**config.mk**
```make
export PLATFORM = sky130hd
export DESIGN_NAME = byte_striping
export DESIGN_NICKNAME = d
export VERILOG_FILES = /design/src/rtl/byte_striping_pkg.sv /design/src/rtl/byte_striping_fifo.sv /design/src/rtl/byte_striping.sv
export SDC_FILE = /design/constraint.sdc
export NUM_CORES = 1
export LEC_CHECK = 0
export ABC_CLOCK_PERIOD_IN_PS = 7400
export BUFFER_PORTS_ARGS = -buffer_cell sky130_fd_sc_hd__buf_2
export CAP_MARGIN = 20
export CORE_MARGIN = 1
export CORE_UTILIZATION = 64
export CTS_CLUSTER_SIZE = 12
export DETAILED_ROUTE_END_ITERATION = 8
export PLACE_DENSITY = 0.94
export SYNTH_ARGS = -nofsm -noshare
export SYNTH_HDL_FRONTEND = slang
export SYNTH_SLANG_ARGS = --single-unit
```
**constraint.sdc**
```tcl
create_clock -name CLK -period 7.4 [get_ports CLK]
set_input_delay 0.74 -clock CLK [delete_from_list [all_inputs] [get_ports CLK]]
set_output_delay 0.74 -clock CLK [all_outputs]
set_load 0.1 [all_outputs]
```
**src/rtl/byte_striping_pkg.sv**
```systemverilog
// Shared constants for the TX byte striper (K28.5 idle symbol, symbol period, default lane count).
// Also provides a small width helper used by the striper and its FIFO.
package byte_striping_pkg;

  localparam int         LANES_DEF      = 4;
  localparam int         DEPTH_DEF      = 16;
  localparam int         SYM_CYCLES_DEF = 8;
  localparam logic [7:0] IDLE_SYM_DEF   = 8'hBC;  // K28.5

  // Counter width that stays at least 1 bit for degenerate sizes.
  function automatic int clog2_min1(input int v);
    return (v > 1) ? $clog2(v) : 1;
  endfunction

endpackage

```
**src/rtl/byte_striping_fifo.sv**
```systemverilog
// Byte FIFO with a multi-read port: exposes LANES consecutive entries starting at the
// read pointer and pops 0..LANES of them per clock. Pointers wrap mod DEPTH (power of 2).
module byte_fifo
  import byte_striping_pkg::*;
#(
  parameter int DEPTH = DEPTH_DEF,
  parameter int LANES = LANES_DEF
) (
  input  logic                         clk,
  input  logic                         rst,
  input  logic                         wr_en,
  input  logic [7:0]                   wr_data,
  input  logic [$clog2(LANES+1)-1:0]   pop_n,
  output logic [8*LANES-1:0]           rd_data,
  output logic [$clog2(DEPTH):0]       count,
  output logic                         full
);

  localparam int AW = $clog2(DEPTH);
  localparam int CW = AW + 1;

  logic [7:0]    mem [DEPTH];
  logic [AW-1:0] wr_ptr;
  logic [AW-1:0] rd_ptr;
  logic          do_wr;

  assign full  = (count == CW'(DEPTH));
  assign do_wr = wr_en && !full;

  always_ff @(posedge clk) begin
    if (do_wr) mem[wr_ptr] <= wr_data;
  end

  // A write and a pop on the same edge both take effect.
  always_ff @(posedge clk or posedge rst) begin
    if (rst) begin
      wr_ptr <= '0;
      rd_ptr <= '0;
      count  <= '0;
    end else begin
      if (do_wr) wr_ptr <= wr_ptr + 1'b1;
      rd_ptr <= rd_ptr + AW'(pop_n);
      count  <= count + CW'(do_wr) - CW'(pop_n);
    end
  end

  always_comb begin
    rd_data = '0;
    for (int i = 0; i < LANES; i++) begin
      rd_data[8*i +: 8] = mem[rd_ptr + AW'(i)];
    end
  end

endmodule

```
**src/rtl/byte_striping.sv**
```systemverilog
// TX byte striper: buffers bytes and, once per symbol period, deals LANES bytes round-robin
// onto the lane registers. Optional padding of short stripes: define BYTE_STRIPING_PAD_EN.
module byte_striping
  import byte_striping_pkg::*;
#(
  parameter int         LANES      = LANES_DEF,
  parameter int         DEPTH      = DEPTH_DEF,
  parameter int         SYM_CYCLES = SYM_CYCLES_DEF,
  parameter logic [7:0] IDLE_SYM   = IDLE_SYM_DEF
) (
  input  logic                   CLK,
  input  logic                   RESET,
  input  logic [7:0]             data_in,
  input  logic                   valid_in,
  output logic                   ready_out,
  output logic [8*LANES-1:0]     lane_data,
  output logic [LANES-1:0]       lane_valid,
  output logic                   sym_start,
  output logic [$clog2(DEPTH):0] fifo_count
);

  localparam int CW  = $clog2(DEPTH) + 1;
  localparam int PW  = $clog2(LANES + 1);
  localparam int SCW = clog2_min1(SYM_CYCLES);

  logic [SCW-1:0]     sym_cnt;
  logic               tick;
  logic               fifo_full;
  logic               wr_en;
  logic [PW-1:0]      pop_n;
  logic [8*LANES-1:0] fifo_rd;
  logic [8*LANES-1:0] lane_data_nxt;
  logic [LANES-1:0]   lane_valid_nxt;

  // Input handshake: a byte is accepted on a rising edge where valid_in && ready_out;
  // valid_in while ready_out is low is simply not taken, the source holds it.
  assign ready_out = !fifo_full;
  assign wr_en     = valid_in && ready_out;

  assign tick      = (sym_cnt == SCW'(SYM_CYCLES - 1));
  assign sym_start = (sym_cnt == '0);

  byte_fifo #(
    .DEPTH (DEPTH),
    .LANES (LANES)
  ) u_fifo (
    .clk     (CLK),
    .rst     (RESET),
    .wr_en   (wr_en),
    .wr_data (data_in),
    .pop_n   (pop_n),
    .rd_data (fifo_rd),
    .count   (fifo_count),
    .full    (fifo_full)
  );

  always_ff @(posedge CLK or posedge RESET) begin
    if (RESET) sym_cnt <= '0;
    else if (tick) sym_cnt <= '0;
    else sym_cnt <= sym_cnt + 1'b1;
  end

  // Dispatch decision uses the pre-edge count, so a byte written on the tick edge waits.
  always_comb begin
    pop_n          = '0;
    lane_data_nxt  = {LANES{IDLE_SYM}};
    lane_valid_nxt = '0;
    if (tick) begin
      if (fifo_count >= CW'(LANES)) begin
        pop_n          = PW'(LANES);
        lane_data_nxt  = fifo_rd;
        lane_valid_nxt = '1;
      end
`ifdef BYTE_STRIPING_PAD_EN
      else begin
        pop_n = PW'(fifo_count);
        for (int i = 0; i < LANES; i++) begin
          if (CW'(i) < fifo_count) begin
            lane_data_nxt[8*i +: 8] = fifo_rd[8*i +: 8];
            lane_valid_nxt[i]       = 1'b1;
          end
        end
      end
`endif
    end
  end

  always_ff @(posedge CLK or posedge RESET) begin
    if (RESET) begin
      lane_data  <= {LANES{IDLE_SYM}};
      lane_valid <= '0;
    end else if (tick) begin
      lane_data  <= lane_data_nxt;
      lane_valid <= lane_valid_nxt;
    end
  end

endmodule

```
# After elaboration in Yosys (flattened, before gate mapping)
# Memory sizes are Yosys's and may differ from the RTL's.
# Index checks and enable logic that the tools add are counted.
[totals]
ff_bits = 52
ramBits = 128
inputBits = 11
output_inout_bits = 43
word_cells = 29
n_memories = 1
[memory_table]
columns = ["memory", "words", "width", "rd", "rd_clocked_by_memory_dff", "write_ports", "line_no", "source"]
rows = [
  ["u_fifo.mem", 16, 8, 4, 0, 1, "byte_striping_fifo.sv:22", "logic [7:0] mem [DEPTH];"],
]
[classes]
addsub = 8
order_cmp = 1
n_eq_ne = 2
n_mux = 7
n_reduce_logical = 4
[op_table]
columns = ["cell", "count"]
rows = [
  ["32-bit 2-to-1 mux", 1],
  ["3-bit 2-to-1 mux", 3],
  ["4-bit by 1-bit adder with 4-bit output (second input constant)", 2],
  ["4-bit by 2-bit adder with 4-bit output (second input constant)", 2],
  ["5-bit by 1-bit adder with 5-bit output", 1],
  ["5-bit == test (second input constant)", 1],
  ["5-bit by 3-bit >= comparator with 1-bit output (second input constant)", 1],
  ["5-bit by 3-bit subtractor with 5-bit output", 1],
  ["4-bit by 3-bit adder with 4-bit output", 1],
  ["4-bit 2-to-1 mux", 1],
  ["3-bit by 1-bit adder with 3-bit output (second input constant)", 1],
  ["3-bit == test (second input constant)", 1],
  ["3-bit logical NOT", 1],
  ["1-bit logical AND", 2],
  ["1-bit 2-to-1 mux", 2],
  ["1-bit logical NOT", 1],
]

# Logic depth before layout (Yosys ltp)
[logic_depth]
ltp_word = 6
mapped_depth = 10
mapped_depth_nobuf = 9

# Modules after synthesis
# Synthesis repeated with hierarchy kept, for this count alone.
[hier_totals]
cells_unflattened = 703
hier_area_um2 = 10248.6
[by_module_without_submodules]
columns = ["mod", "instances", "cells_per_inst", "area_per_inst_um2", "seq_area_each_um2"]
rows = [
  ["byte_fifo", 1, 540, 8684.6, 4169.0],
  ["byte_striping", 1, 163, 1564.0, 925.9],
]

# Worst setup path before layout
# OpenSTA, ideal clock, no wires.
[synth_timing]
kind = "register to register"
startpoint = "reg u_fifo.count[3]"
endpoint = "reg u_fifo.count[4]"
setup_time_ns = 0.128
arrival_time_ns = 2.967
required_ns = 7.272
slack_ns = 4.305
stages_incl_launch_ff = 11
path_buffers = 1
period_less_slack_ns = 3.095
cell_sequence = "dfrtp_1 inv_1 ha_1 inv_1 o21ai_1 clkbuf_1 ha_1 ha_1 o21bai_1 a21oi_1 xor2_1"
[synth_via]
elab_chain_cells = 6
word_cells_on_any_way = 9
classes_between = "add/sub: 2; order compare: 1; eq/ne: 1; mux: 2; reduce/logical: 3"
[synth_lines]
columns = ["element", "line_no", "source"]
rows = [
  ["start: declaration", "byte_striping_fifo.sv:15", "output logic [$clog2(DEPTH):0] count,"],
  ["start signal: assignment", "byte_striping_fifo.sv:43", "count <= count + CW'(do_wr) - CW'(pop_n);"],
  ["5-bit == test", "byte_striping_fifo.sv:27", "assign full = (count == CW'(DEPTH));"],
  ["1-bit logical NOT", "byte_striping_fifo.sv:28, byte_striping.sv:37", ""],
  ["1-bit logical AND", "byte_striping.sv:38", "assign wr_en = valid_in && ready_out;"],
  ["1-bit logical AND", "byte_striping_fifo.sv:28", "assign do_wr = wr_en && !full;"],
  ["5-bit by 1-bit adder with 5-bit output", "byte_striping_fifo.sv:43", ""],
  ["5-bit by 3-bit subtractor with 5-bit output (*)", "byte_striping_fifo.sv:43", ""],
]
# Every way passes the cells marked *; elsewhere a longest branch is shown, timed or not.
# A chain may end at the register's enable or synchronous reset.

# Worst setup path in the final report
[layout_timing]
startpoint = "reg u_fifo.count[1]"
endpoint = "out ready_out"
[layout_via]
elab_chain_cells = 2
[layout_lines]
columns = ["element", "line_no", "source"]
rows = [
  ["5-bit == test", "byte_striping_fifo.sv:27", ""],
  ["1-bit logical NOT", "byte_striping.sv:37", "assign ready_out = !fifo_full;"],
  ["end: declaration", "byte_striping.sv:15", "output logic ready_out,"],
]
# Every way passes these cells.

==> out/results.tsv <==
metric	value	unit
layout cells sized above 1	35.2	%
skew final	0.0118	ns
Total Routing Usage GR	27.8	%
max-slew violation count	0	
Initial DRC Count	356	
CP Class	flip-flop to output port	
Nets	446	
area fraction of the dominant cell type after synthesis	56.7	%
Mapped Nets	386	
Seq cells post-synth	175	
IO Port Bufs	53	
top post-synthesis cells by area	edfxtp_1 (57%), mux4_2 (11%), dfrtp_1 (10%)	
DRC viols	0	
Hold Fails Final Rpt	0	
routed vias/inst	6.06	
first-pass GRT wire length	21400	µm
Die Span Y	105	µm
post-DR wirelength/cell	24.1	µm
post-route ant nets	0	
Max H-tree Level	4	
RSZ-0062 raised after global routing	no	
area delta synth->final	15.2	%
Site Rows	37	
worst slew pin tran	1.02	ns
Num CTS Buffers	17	
CP required	6.66	ns
CP endpoint kind	output port	
startpoint types	flip-flop	
die width	105	µm
Antenna diodes	0	
global route total overflow	0	
slew margin rel.	31.6	%
number of detailed-route iterations in the first pass	4	
post-CTS setup buffers	0	
initial antenna violation count	0	
MaxCap Viol Count	0	
Mapped Cells	359	
Filler cells	555	
Max Freq	0.338	GHz
deepest clock path buffer count	2	
Initial Utilization	65.9	%
end-of-flow core utilization	75.9	%
clock sink total	175	
status	completed	
drt total wl	13700	µm
IO Count	54	
cts hold-fix bufs	0	
syn_area_per_cell	18.9	µm²
largest area contributor in the netlist	edfxtp_1	
CTS tree	yes	
yosys synthesis warning count	0	
final worst path period share	40.0	%
DPL Wire Length	8250	µm
Die Area	0.0110	mm²
Placer Congestion	0.744	
Worst-Skew Late Latency	0.53	ns
Cell variety after synth	31	
Worst-path clk slew	0.07	ns
Core Box Area	0.0103	mm²
vias in the first global route	3729	
CTS root buffer	clkbuf_8	
crit-path max FO	7	
most frequent cells in the layout	edfxtp_1 (128), buf_2 (53), inv_1 (38)	
setup TNS	0	ns
final setup violation count	0	
PostCTS Resize Cnt	0	
R2R Setup Slk	5.00	ns
synthesized area	0.00677	mm²
most common cell after layout, fill and taps aside	edfxtp_1	
Seq/Total Area, Yosys	74.5	%
DR vias	3440	
post-layout minimum cycle time	2.96	ns
pin count of the biggest net entering global routing	48	
CP Data Arrival Time	2.22	ns
R2R cell count	9	
Worst Hold Class	input port to async pin	
## metal layers
layer / vias up / global-route usage [%] / part of all wire [%] / routed length [µm]
met2: 175 / 45.7 / 54 / 7360
met5: - / 0.952 / 0 / 0
met3: 29 / 6.55 / 7.2 / 983
li1: 1482 / - / - / -
met4: 0 / 14.7 / 2.6 / 362
met1: 1754 / 34.6 / 36 / 4980
## critical path, cell delays in order (launching register included)
cell      delay [ns]
dfrtp_1         0.43
or4b_1          0.73
nand2b_1        0.23
buf_2           0.29
## through the flow
step	setup WS, ns	std cells	hold slack (ns)	area [µm²]
final	4.44	568	0.265	7800
after floorplan	4.31	359	0.424	6770
after global routing	4.37	568	0.295	7800
after global placement	5.01	532	0.436	7150
after CTS	4.42	564	0.478	7740
after detailed placement	4.95	532	0.466	7150
## cells by family after synthesis
| kind of cell | after synthesis | synth area share (%) |
|---|---|---|
| muxes | 33 | 10.8 |
| buffers and inverters | 60 | 3.73 |
| DFF | 175 | 74.5 |
| xor gates and xnor gates | 7 | 0.905 |
| AOI/OAI and AO/OA | 43 | 5.32 |
| adders and majority gates | 16 | 2.96 |
| and+or+nand+nor | 25 | 1.81 |
## layout make-up
type                            count  area (µm²)  share of cell area (%)
Sequential cell                   175        5050                    64.7
Multi-Input combinational cell    124        1480                    19.0
Timing Repair Buffer               62         365                    4.68
Inverter                           39         146                    1.88
Clock buffer                       24         523                    6.70
Clock inverter                      8        72.6                   0.930
Tap cell                          136         170                    2.18
## Yosys cell counts
cell type,n
edfxtp_1,128
inv_1,39
mux4_2,32
dfrtp_1,27
dfstp_2,20
o22a_1,20
ha_1,16
nor2_1,13
o22ai_1,12
clkbuf_1,10
buf_2,4
buf_4,4
nor3_1,4
xnor2_1,4
nand2b_1,3
o211ai_2,3
xor2_1,3
buf_1,2
nor2b_1,2
o21ai_1,2
a211oi_1,1
a21oi_1,1
and4_1,1
buf_6,1
mux2_1,1
nand2_1,1
o211ai_4,1
o21ai_0,1
o21ai_4,1
o21bai_1,1
or4b_1,1
## path summary, 6_finish.rpt
path	start	end
hold / removal	RESET	sym_cnt[1]
min in group CLK	sym_cnt[0]	sym_cnt[0]
max in group asynchronous	RESET	lane_data[15]
setup / recovery	u_fifo.count[1]	ready_out
hold reg to reg	sym_cnt[0]	sym_cnt[0]
setup reg to reg	u_fifo.count[1]	u_fifo.count[4]
## sequential cells by signal, summed over array words and instances, names as in the netlist
register       cells
u_fifo.count       5
u_fifo.rd_ptr      2
u_fifo.mem       128
lane_valid         1
sym_cnt            3
u_fifo.wr_ptr      4
lane_data         32
Power is left out: the tool's default activity adds up to more than one toggle a clock period on the data nets, which glitch-free logic cannot reach.
